File: src/rtl/mux_pkg.sv
// Shared definitions for the scanning N:1 multiplexer: operating-state enum and width helper.
`default_nettype none

package mux_pkg;

  typedef enum logic [1:0] {
    MAN  = 2'd0,
    SCAN = 2'd1,
    HOLD = 2'd2
  } state_e;

  // Index width for n items, never narrower than one bit.
  function automatic int cw_of(input int n);
    return (n <= 1) ? 1 : $clog2(n);
  endfunction

endpackage

`default_nettype wire

File: src/rtl/scan_div.sv
// Scan-step divider: counts 0..DIV-1 and emits a one-cycle tick on the wrap cycle.
`default_nettype none

module scan_div
  import mux_pkg::*;
#(
  parameter int DIV = 25_000_000
) (
  input  logic clk_i,
  input  logic rst_i,
  input  logic clr_i,
  input  logic frz_i,
  output logic tick_o
);

  localparam int CNTW = cw_of(DIV);
  localparam logic [CNTW-1:0] LAST = CNTW'(DIV - 1);

  logic [CNTW-1:0] cnt_q, cnt_d;

  always_comb begin
    cnt_d  = cnt_q;
    tick_o = 1'b0;
    if (clr_i) begin
      cnt_d = '0;
    end else if (!frz_i) begin
      if (cnt_q == LAST) begin
        cnt_d  = '0;
        tick_o = 1'b1;
      end else begin
        cnt_d = cnt_q + 1'b1;
      end
    end
  end

  always_ff @(posedge clk_i or posedge rst_i) begin
    if (rst_i) cnt_q <= '0;
    else       cnt_q <= cnt_d;
  end

endmodule

`default_nettype wire

File: src/rtl/b_mux_n_1_scan.sv
// N:1 registered multiplexer with manual select, timed auto-scan and hold.
// Optional MUX_SKIP_EN adds en_mask so the scan skips disabled channels.
`default_nettype none

module b_mux_n_1_scan
  import mux_pkg::*;
#(
  parameter int W   = 2,
  parameter int N   = 4,
  parameter int DIV = 25_000_000,
  localparam int CW = cw_of(N)
) (
  input  logic           clk,
  input  logic           rst,
  input  logic [N*W-1:0] d,
  input  logic [CW-1:0]  sel,
  input  logic           mode,
  input  logic           hold,
`ifdef MUX_SKIP_EN
  input  logic [N-1:0]   en_mask,
`endif
  output logic [W-1:0]   y,
  output logic [CW-1:0]  ch,
  output logic           chg
);

  logic [N-1:0] en;
`ifdef MUX_SKIP_EN
  assign en = en_mask;
`else
  assign en = '1;
`endif

  // The operating state has no memory of its own: it is re-decoded from hold/mode every cycle.
  state_e st;
  always_comb begin
    st = MAN;
    if (hold)      st = HOLD;
    else if (mode) st = SCAN;
  end

  logic tick;
  scan_div #(.DIV(DIV)) u_div (
    .clk_i  (clk),
    .rst_i  (rst),
    .clr_i  (st == MAN),
    .frz_i  (st == HOLD),
    .tick_o (tick)
  );

  logic [CW-1:0] ch_q, ch_d, nxt, sel_clamped;
  logic [W-1:0]  y_q, y_d, y_mux;
  logic          chg_q, chg_d;

  // Next enabled channel in ascending circular order; stays put if none is enabled.
  always_comb begin
    logic found;
    int   idx;
    nxt   = ch_q;
    found = 1'b0;
    for (int k = 1; k <= N; k++) begin
      idx = int'(ch_q) + k;
      if (idx >= N) idx = idx - N;
      if (!found && en[idx]) begin
        nxt   = CW'(idx);
        found = 1'b1;
      end
    end
  end

  assign sel_clamped = (int'(sel) >= N) ? CW'(N - 1) : sel;
  assign y_mux       = en[ch_q] ? d[int'(ch_q)*W +: W] : '0;

  always_comb begin
    ch_d = ch_q;
    y_d  = y_q;
    unique case (st)
      MAN: begin
        ch_d = sel_clamped;
        y_d  = y_mux;
      end
      SCAN: begin
        if (tick) ch_d = nxt;
        y_d = y_mux;
      end
      default: ;
    endcase
    chg_d = (ch_d != ch_q);
  end

  always_ff @(posedge clk or posedge rst) begin
    if (rst) begin
      ch_q  <= '0;
      y_q   <= '0;
      chg_q <= 1'b0;
    end else begin
      ch_q  <= ch_d;
      y_q   <= y_d;
      chg_q <= chg_d;
    end
  end

  assign y   = y_q;
  assign ch  = ch_q;
  assign chg = chg_q;

endmodule

`default_nettype wire

File: config.mk
export PLATFORM = sky130hd
export DESIGN_NAME = b_mux_n_1_scan
export DESIGN_NICKNAME = d
export VERILOG_FILES = /design/src/rtl/mux_pkg.sv /design/src/rtl/scan_div.sv /design/src/rtl/b_mux_n_1_scan.sv
export SDC_FILE = /design/constraint.sdc
export NUM_CORES = 1
export LEC_CHECK = 0
export CAP_MARGIN = 20
export CORE_MARGIN = 3
export CORE_UTILIZATION = 59
export DETAILED_ROUTE_END_ITERATION = 8
export HOLD_SLACK_MARGIN = 0.05
export PLACE_DENSITY_LB_ADDON = 0.08
export SYNTH_ARGS = -nofsm -noshare
export SYNTH_HDL_FRONTEND = slang
export SYNTH_SLANG_ARGS = --single-unit
File: constraint.sdc
create_clock -name clk -period 3.9 [get_ports clk]
set_input_delay 0.39 -clock clk [delete_from_list [all_inputs] [get_ports clk]]
set_output_delay 0.39 -clock clk [all_outputs]
set_load 0.01 [all_outputs]
==> results of run 1 <==
==> worst paths after layout <==
path / from / cells past startpoint / end
max in group asynchronous: rst / 3 / u_div.cnt_q[12]
min in group clk: y[0] / 2 / y[0]
worst max-delay path: u_div.cnt_q[7] / 5 / u_div.cnt_q[18]
worst max register to register: u_div.cnt_q[7] / 5 / u_div.cnt_q[18]
worst min register to register: y[0] / 2 / y[0]
worst min-delay path: rst / 2 / u_div.cnt_q[2]
==> where the power goes <==
part	total (mW)	internal (mW)	switching (mW)
logic	0.0974	0.0505	0.0470
registers	0.339	0.323	0.0165
clock network	0.244	0.133	0.111
==> cell families (layout without fill, tap and decap cells) <==
group / count (synthesis) / after routing / share of synthesized area
compound gates: 51 / 51 / 0.200
mux: 3 / 3 / 0.0316
fa+ha+maj: 1 / 1 / 0.00718
xor+xnor: 7 / 7 / 0.0352
simple gates: 78 / 78 / 0.242
buf+inv: 18 / 36 / 0.0531
flops: 30 / 30 / 0.431
==> cells in the mapped netlist, types with 2 or more instances <==
cell	count
and3_1	2
nand4_1	10
nor2_1	5
nor3_1	3
and4_1	2
xnor2_1	2
o211ai_1	2
inv_1	9
dfrtp_1	30
o311ai_1	2
mux4_2	2
a21oi_1	9
clkbuf_1	3
nand2b_1	2
o21ai_0	11
xor2_1	5
nand2_1	29
buf_6	2
nor4_1	3
buf_4	2
nand3_1	6
or3_1	4
a31oi_1	11
a21o_1	2
buf_2	2
or4_1	4
==> registers in the layout (all words and copies together), names as in the netlist <==
signal and flops:
chg 1, ch 2, y 2, u_div.cnt_q 25
==> per-stage QoR <==
step,instances,hold slack [ns],power (mW)
final,237,0.438,0.681
after global routing,237,0.449,0.709
after CTS,237,0.447,0.684
after detailed placement,229,0.471,0.441
after global placement,228,0.466,0.434
after floorplan,188,0.472,0.399
==> routing by layer <==
metal | up-vias | global-route usage
met5 | - | 0
met4 | 0 | 0.117
met3 | 12 | 0.0745
met2 | 60 | 0.390
met1 | 768 | 0.327
li1 | 741 | -
==> cell type report <==
class | instances | area (um^2) | share of cell area
Clock buffer | 5 | 37.5 | 0.0187
Clock inverter | 3 | 40.0 | 0.0199
Inverter | 9 | 33.8 | 0.0168
Multi-Input combinational cell | 140 | 900 | 0.448
Sequential cell | 30 | 751 | 0.374
Tap cell | 31 | 38.8 | 0.0193
Timing Repair Buffer | 19 | 208 | 0.103
==> critical path: cells and delay by family, from the launching register on <==
family           cells  cell delay (ns)
AND/OR/NAND/NOR      3             1.22
AO/OA/AOI/OAI        2             0.77
flip-flops           1             0.44
==> summary.txt, run 1 <==
Met3 Wirelength = 252 um
Critical-path cell list = or4_1 > or4_4 > o21ai_2 > nor4_1 > a211o_1
1st-iter DRT viols = 131
Element type at the critical path end = flip-flop
PnR worst setup slack = 1.36 ns
Die Wd = 60.4 um
Max-cap violations = 0
Nets = 220
CTS tree = done
Worst Path Arrival = 2.77 ns
FILL cells = 217
Post-DRT Antenna Nets = 0
Syn Inst Count = 188
Post-synth top area share = 0.431
M1 WL = 1.78 mm
Routed vias = 1,581
Io pins = 19
Synth top area cells = dfrtp_1 43%, nand2_1 6.2%, a31oi_1 3.9%
CP startpoint kind = flip-flop
Async S/R FF share, synth = 1.00
WP data required = 4.13 ns
Fin crit period = 2.54 ns
Clock Path Buffers = 2
Root Driver = clkbuf_4
DR pass1 iterations = 6
Register area share after synthesis = 0.431
PD cells = 339 nW/um^2
Critical path class = flip-flop to flip-flop
GRT Total Usage = 0.253
Placement-stage cell area = 1930 um^2
Rel. slew slack = 0.382
RePlAce Congestion = 0.835
Setup WS pre-CTS = 1.35 ns
Final Skew = 0.00208 ns
Final setup TNS = 0 ns
Fin util = 0.722
Layout cells sized above 1 = 0.0922
Post-cts resize count = 0
RSZ-0062 raised after global routing = no
First-pass GRT wire length = 6.79 mm
Dominant synthesized flop cell = dfrtp_1
Area of the core = 2780 um^2
Initial antenna violation count = 0
Num CTS Buffers = 5
Syn_area_per_cell = 9.27 um^2
Vias/cell = 6.67
Die area = 3640 um^2
Yosys reg bits = 30
Outcome = finished, final reports clean
Met2 WL = 1.94 mm
Static Leak = 0.813 nW
Peak VDD IR = 0.000269 V
Most frequent cells in the layout = 30 x dfrtp_1, 29 x nand2_1, 18 x clkdlybuf4s50_1
Worst-path clk slew = 0.09 ns
Post-synth EDFFs = 0
Clock sink count = 30
Slowest cell on crit path = or4_4
CTS HTree Levels = 2
WL per Instance = 17.1 um
Post-DP HPWL = 2.87 mm
Measured slew at the worst slew-check pin = 0.924 ns
FF-to-FF setup slack = 1.36 ns
Most common cell after layout, fill and taps aside = dfrtp_1
Period utilization = 0.651
Worst-Skew Late Latency = 0.34 ns
Chip Height = 60.4 um
Post-route cell area = 2010 um^2
GR Overflow Total = 0
Largest net degree at the start of global routing = 27
Max Used Layer = met4
Number of global-route vias before repair = 1,537
Initial core utilization = 0.627
F_max = 394 MHz
Routed wire length = 4.06 mm
Synth warnings = 0
Yosys top cell by area = dfrtp_1
Row cnt = 19
I/O Buffers = 18
Postcts setup bufs = 0
Final setup viols = 0
Final slew viol count = 0
# hold bufs at CTS = 0
Post-route DRC = 0
Mapped Nets = 203
Synth Cell Area = 1740 um^2
Area delta synth->final = 15.2%
Hold Vio Cnt, Final = 0
Netlist cell types = 50
Max FO, Critical Path = 15
Min-delay worst type = input pin to async pin
Slowest stage delay, CP = 0.57 ns
Antenna Cells = 0
(Power assumes the default switching activity.)
==> run 2: changes to the inputs <==
- CORE_UTILIZATION: 59 -> 56
- clock period: 3.9 -> 2.4 ns (I/O delays scaled with it)
==> run 2 against run 1 <==
Core utilization grew 0.83 points. Combinational power grew 67%. Clock skew grew 0.0051 ns. First-iteration DRC count grew 21%. Die area grew 4.8%. Wire length grew 1.7%. Non-clock buffer count grew 11. Critical endpoint is now u_div.cnt_q[22]. Largest cell class unchanged. Largest power group unchanged. Highest routed layer unchanged.
==> summary.txt, run 2 (synthesis gave the netlist of run 1 again) <==
Outcome = finished, final reports clean (unchanged)
Element type at the critical path end = flip-flop (unchanged)
Io pins = 19 (unchanged)
Layout cells sized above 1 = 0.138 (was 0.0922)
Initial core utilization = 0.611 (was 0.627)
Most Used Layer, Global Route = met2 (unchanged)
GRT Total Usage = 0.245 (was 0.253)
Critical Path Stages = 6 (was 5)
DR pass1 iterations = 5 (was 6)
Chip Height = 61.8 um (was 60.4 um)
Clock sink count = 30 (unchanged)
Slowest cell on crit path = or4_4 (unchanged)
Nets = 231 (was 220)
1st-iter DRT viols = 159 (was 131)
Met3 GRT Util = 0.0661 (was 0.0745)
Vias/cell = 6.56 (was 6.67)
Cell family with most CP delay = simple AND/OR/NAND/NOR gates (unchanged)
CTS tree = done (unchanged)
Post-DP HPWL = 2.95 mm (was 2.87 mm)
Min-delay worst type = input pin to async pin (unchanged)
Routed vias = 1,627 (was 1,581)
Most frequent cells in the layout = 30 x dfrtp_1, 29 x nand2_1, 18 x clkdlybuf4s50_1 (unchanged)
Final setup TNS = 0 ns (unchanged)
Final slew viol count = 0 (unchanged)
Most common cell after layout, fill and taps aside = dfrtp_1 (unchanged)
Period utilization = 0.984 (was 0.651)
Worst-Skew Late Latency = 0.34 ns (about the same)
Static Leak = 0.865 nW (was 0.813 nW)
Fin util = 0.730 (was 0.722)
Max-cap violations = 0 (unchanged)
F_max = 423 MHz (was 394 MHz)
Die Wd = 61.8 um (was 60.4 um)
PD cells = 536 nW/um^2 (was 339 nW/um^2)
Critical-path cell list = or4_1 > or4_4 > o21a_2 > buf_4 > a31oi_1 > a31oi_1 (was or4_1 > or4_4 > o21ai_2 > nor4_1 > a211o_1)
Register area = 751 um^2 (unchanged)
Post-DRT Antenna Nets = 0 (unchanged)
Measured slew at the worst slew-check pin = 0.498 ns (was 0.924 ns)
Final Skew = 0.00722 ns (was 0.00208 ns)
Number of global-route vias before repair = 1,533 (was 1,537)
Routed wire length = 4.13 mm (was 4.06 mm)
FILL cells = 216 (was 217)
R2R depth = 6 (was 5)
Root Driver = clkbuf_4 (unchanged)
Num CTS Buffers = 5 (unchanged)
Die area = 3820 um^2 (was 3640 um^2)
Max FO, Critical Path = 10 (was 15)
Clock Path Buffers = 2 (unchanged)
RePlAce Congestion = 0.923 (was 0.835)
Peak VDD IR = 0.000401 V (was 0.000269 V)
GR Overflow Total = 0 (unchanged)
Slowest stage delay, CP = 0.58 ns (was 0.57 ns)
CTS HTree Levels = 2 (unchanged)
Area delta synth->final = 19.5% (was 15.2%)
PnR worst setup slack = 0.0375 ns (was 1.36 ns)
Antenna Cells = 0 (unchanged)
Final setup viols = 0 (unchanged)
Row cnt = 19 (unchanged)
Worst Path Arrival = 2.57 ns (was 2.77 ns)
Area of the core = 2850 um^2 (was 2780 um^2)
Critical path class = flip-flop to flip-flop (unchanged)
I/O Buffers = 18 (unchanged)
Largest register FFs = 25 (unchanged)
Rel. slew slack = 0.668 (was 0.382)
Largest net degree at the start of global routing = 31 (was 27)
Worst-path clk slew = 0.10 ns (was 0.09 ns)
Top cell by count, worst path = a31oi_1
Initial antenna violation count = 0 (unchanged)
CP bufs+invs = 1 (was 0)
Area of the multi-input gates = 900 um^2 (unchanged)
Post-cts resize count = 0 (unchanged)
WL per Instance = 16.6 um (was 17.1 um)
Most flop-heavy register = u_div.cnt_q (unchanged)
Setup WS pre-CTS = 0.0697 ns (was 1.35 ns)
RSZ-0062 raised after global routing = no (unchanged)
GR Layer Usage met1 = 0.322 (was 0.327)
Hold Vio Cnt, Final = 0 (unchanged)
Post-route DRC = 0 (unchanged)
Fin crit period = 2.36 ns (was 2.54 ns)
First-pass GRT wire length = 6.87 mm (was 6.79 mm)
CP startpoint kind = flip-flop (unchanged)
Postcts setup bufs = 0 (unchanged)
# hold bufs at CTS = 0 (unchanged)
WP data required = 2.61 ns (was 4.13 ns)
Met2 Usage GRT = 0.393 (was 0.390)
-- run 2: metrics by stage --
stage	power, mW	cell area, um^2	hold WS [ns]	cells
floorplan	0.648	1740	0.331	188
global placement	0.718	2010	0.461	240
detailed placement	0.723	2010	0.471	240
CTS	1.12	2080	0.290	248
global route	1.16	2080	0.303	248
finish	1.12	2080	0.274	248
-- run 2: path summary, 6_finish.rpt --
kind                       slack [ns]              end           start
setup / recovery                 0.04  u_div.cnt_q[22]  u_div.cnt_q[9]
hold / removal                   0.27  u_div.cnt_q[10]             rst
setup reg to reg                 0.04  u_div.cnt_q[22]  u_div.cnt_q[9]
hold reg to reg                  0.49             y[1]            y[1]
max in group asynchronous        1.85   u_div.cnt_q[9]             rst
min in group clk                 0.49             y[1]            y[1]
-- run 2: metal layers --
metal  wire [um]  vias up
met5           0        -
met4          65        0
met3         262        9
met2        1980       65
met1        1820      784
li1            -      769
-- run 2: final cells by class --
class                   instances  share of cell area
flip-flops and latches         30               0.360
well taps                      31              0.0186
repair buffers                 30               0.136
multi-input cells             140               0.432
inverters                       9              0.0162
clock buffers                   5              0.0180
clock inverters                 3              0.0192
-- run 2: report_power, final --
part | internal (mW) | leakage, nW | switching (mW)
combinational | 0.0868 | 0.412 | 0.0765
clock | 0.215 | 0.0450 | 0.188
sequential | 0.525 | 0.408 | 0.0254
-- run 2: worst register-to-register path, delay by kind of cell (launching register included) --
kind,cells,cell delay [ns]
buffers and inverters,1,0.18
and+or+nand+nor,2,1.09
DFF,1,0.43
AOI/OAI and AO/OA,3,0.54
==> edit, RTL diff (settings of run 2) <==
Build with the macro `MUX_SKIP_EN` defined.
--- a/src/rtl/b_mux_n_1_scan.sv
+++ b/src/rtl/b_mux_n_1_scan.sv
@@ -1,6 +1,8 @@
 // N:1 registered multiplexer with manual select, timed auto-scan and hold.
 // Optional MUX_SKIP_EN adds en_mask so the scan skips disabled channels.
 `default_nettype none
+
+`define MUX_SKIP_EN
 
 module b_mux_n_1_scan
   import mux_pkg::*;
Interface: changed (added en_mask); port bits go from 19 to 23. No check against the original RTL was run, so the function may have changed too.
==> edit against run 2 <==
Total power increased by 0.18%; wire length increased by 21%; area after synthesis increased by 13%; clock skew decreased by 0.0030 ns; sequential cell count unchanged; first-iteration DRC count increased by 53%; final area increased by 14%; non-clock buffer count increased by 10; via count increased by 20%; clock power decreased by 25%; setup slack improved by 0.072 ns; synthesized cell count increased by 23%.
==> edit: results (changes against run 2) <==
placement:
  place.gp.congestion: 0.9390  # was 0.9234
  io_buffer_count: 22  # was 18
  dpl.hpwl_mm: 3.675  # was 2.949 mm
power_and_ir_drop:
  switching_power_mw: 0.3258  # was 0.2902 mW
  peakVddDrop_uv: 347.4  # was 400.8 uV
  leakagePower_nw: 0.9288  # was 0.8646 nW
finish:
  largest_reg_flops: 25  # unchanged
  drive_gt1_share_pct: 13.26  # was 13.82%
  fin_nets: 284  # was 231
  largest_register: "u_div.cnt_q"  # unchanged
global_routing:
  track_usage_pct: 26.32  # was 24.54%
  grt_pass1_wl_mm: 8.673  # was 6.865 mm
  grt_pass1_vias: 1911  # was 1533
synthesis:
  synth_common_cells: "nand2_1, dfrtp_1, o21ai_0"  # was dfrtp_1, nand2_1, a31oi_1, o21ai_0, nand4_1
  synth_nets: 250  # was 203
  synth.area.top_cells: "dfrtp_1, nand2_1, o21ai_0"  # was dfrtp_1, nand2_1, a31oi_1
  synth_cell_type_count: 50  # unchanged
  ys_seq_area_share_pct: 38.24  # was 43.07%
worst_setup_path:
  crit_arrival_ns: 2.52  # was 2.57 ns
  setup.reg_to_reg.worst_slack_ns: 0.11  # was 0.04 ns
  r2r-start: "u_div.cnt_q[7]$_DFFE_PP0P_"  # was u_div.cnt_q[9]$_DFFE_PP0P_
  reg2regPathDepth: 7  # was 6
  crit_slowest_cell: "or4_1"  # was or4_4
  cpPeakStageDelay_ns: 0.53  # was 0.58 ns
  reg2reg_to: "u_div.cnt_q[17]$_DFFE_PP0P_"  # was u_div.cnt_q[22]$_DFFE_PP0P_
  worstPathMaxFanout: 11  # was 10
worst_hold_path:
  hold_path.class: "primary input to asynchronous set/reset pin"  # unchanged
timing:
  finClkSkew_ns: 0.004192  # was 0.007217 ns
  worst_pin_slew_ns: 0.5940  # was 0.4977 ns
clocking:
  cts_max_level: 2  # unchanged
  clk_latency_ns: 0.33
  cts_buffers: 5  # unchanged
  clkTransAtPathRegs_ns: 0.09
status:
  status: "completed"  # unchanged
routing:
  wirelength_mm: 4.991  # was 4.129 mm
  viasPerCell: 6.354  # was 6.560
  drt_iter0_drc: 243  # was 159
==> edit: repair_timing <==
action | 4_1_cts | 5_1_grt
buffers inserted | 0 | 0
gates resized for setup | 0 | 4
setup endpoints to repair | 0 | 7
==> edit: per-layer routing <==
metal	track usage, %	part of all wire, %	vias up	wire length (um)
met4	9.845	1.4	0	72
met3	6.325	6.1	9	303
met5	0	0	-	0
met1	33.44	42	931	2091
li1	-	-	928	-
met2	43.36	51	89	2524
==> edit: kinds of logic after synthesis <==
group                    count (synthesis)  share of synthesized area (%)
AND/OR/NAND/NOR                        102                          26.71
AO/OA/AOI/OAI                           67                          22.18
flip-flops                              30                          38.24
buffers and inverters                   20                          5.035
XOR/XNOR                                 6                          2.677
multiplexers                             5                          4.525
adder cells (fa/ha/maj)                  1                         0.6372
==> edit: layout make-up <==
cell class                      instances  area (um^2)
Multi-Input combinational cell        181         1126
Fill cell                             261        825.8
Sequential cell                        30        750.7
Timing Repair Buffer                   40        367.9
Tap cell                               44        55.05
Clock buffer                            6        51.30
Inverter                                7        26.28
==> edit: worst max-delay path: cells and delay by family, from the launching register on <==
kind	cells	cell delay, ns
buffers and inverters	1	0.20
AO/OA/AOI/OAI	4	0.49
flip-flops	1	0.43
AND/OR/NAND/NOR	2	1.05
==> edit: how the worst max path moves through the flow <==
stage,startpoint,cells past startpoint,to,slack (ns)
2_1_floorplan,u_div.cnt_q[10]$_DFFE_PP0P_,8,u_div.cnt_q[17]$_DFFE_PP0P_,0.17
3_3_place_gp,u_div.cnt_q[17]$_DFFE_PP0P_,7,u_div.cnt_q[24]$_DFFE_PP0P_,0.14
3_5_place_dp,u_div.cnt_q[7]$_DFFE_PP0P_,7,u_div.cnt_q[21]$_DFFE_PP0P_,0.09
4_1_cts,u_div.cnt_q[7]$_DFFE_PP0P_,6,chg$_DFF_PP0_,0.06
5_1_grt,u_div.cnt_q[7]$_DFFE_PP0P_,6,chg$_DFF_PP0_,0.004
6_report,u_div.cnt_q[7]$_DFFE_PP0P_,7,u_div.cnt_q[17]$_DFFE_PP0P_,0.11
==> edit: stage by stage <==
stage	std cells	worst slack, ns	hold slack (ns)	cell area (um^2)
3_3_place_gp	302	0.1414	0.4527	2313
3_5_place_dp	302	0.08990	0.4691	2313
2_1_floorplan	231	0.1750	0.3308	1963
4_1_cts	308	0.06093	0.2745	2365
5_1_grt	308	0.003771	0.2952	2377
6_report	308	0.1091	0.2725	2377
==> edit: power by group through the flow <==
stage	Clock, mW	Combinational [mW]	Sequential (mW)
finish	0.302	0.265	0.552
global route	0.335	0.292	0.557
CTS	0.312	0.263	0.552
detailed placement	0	0.261	0.562
global placement	0	0.248	0.561
floorplan	0	0.159	0.558
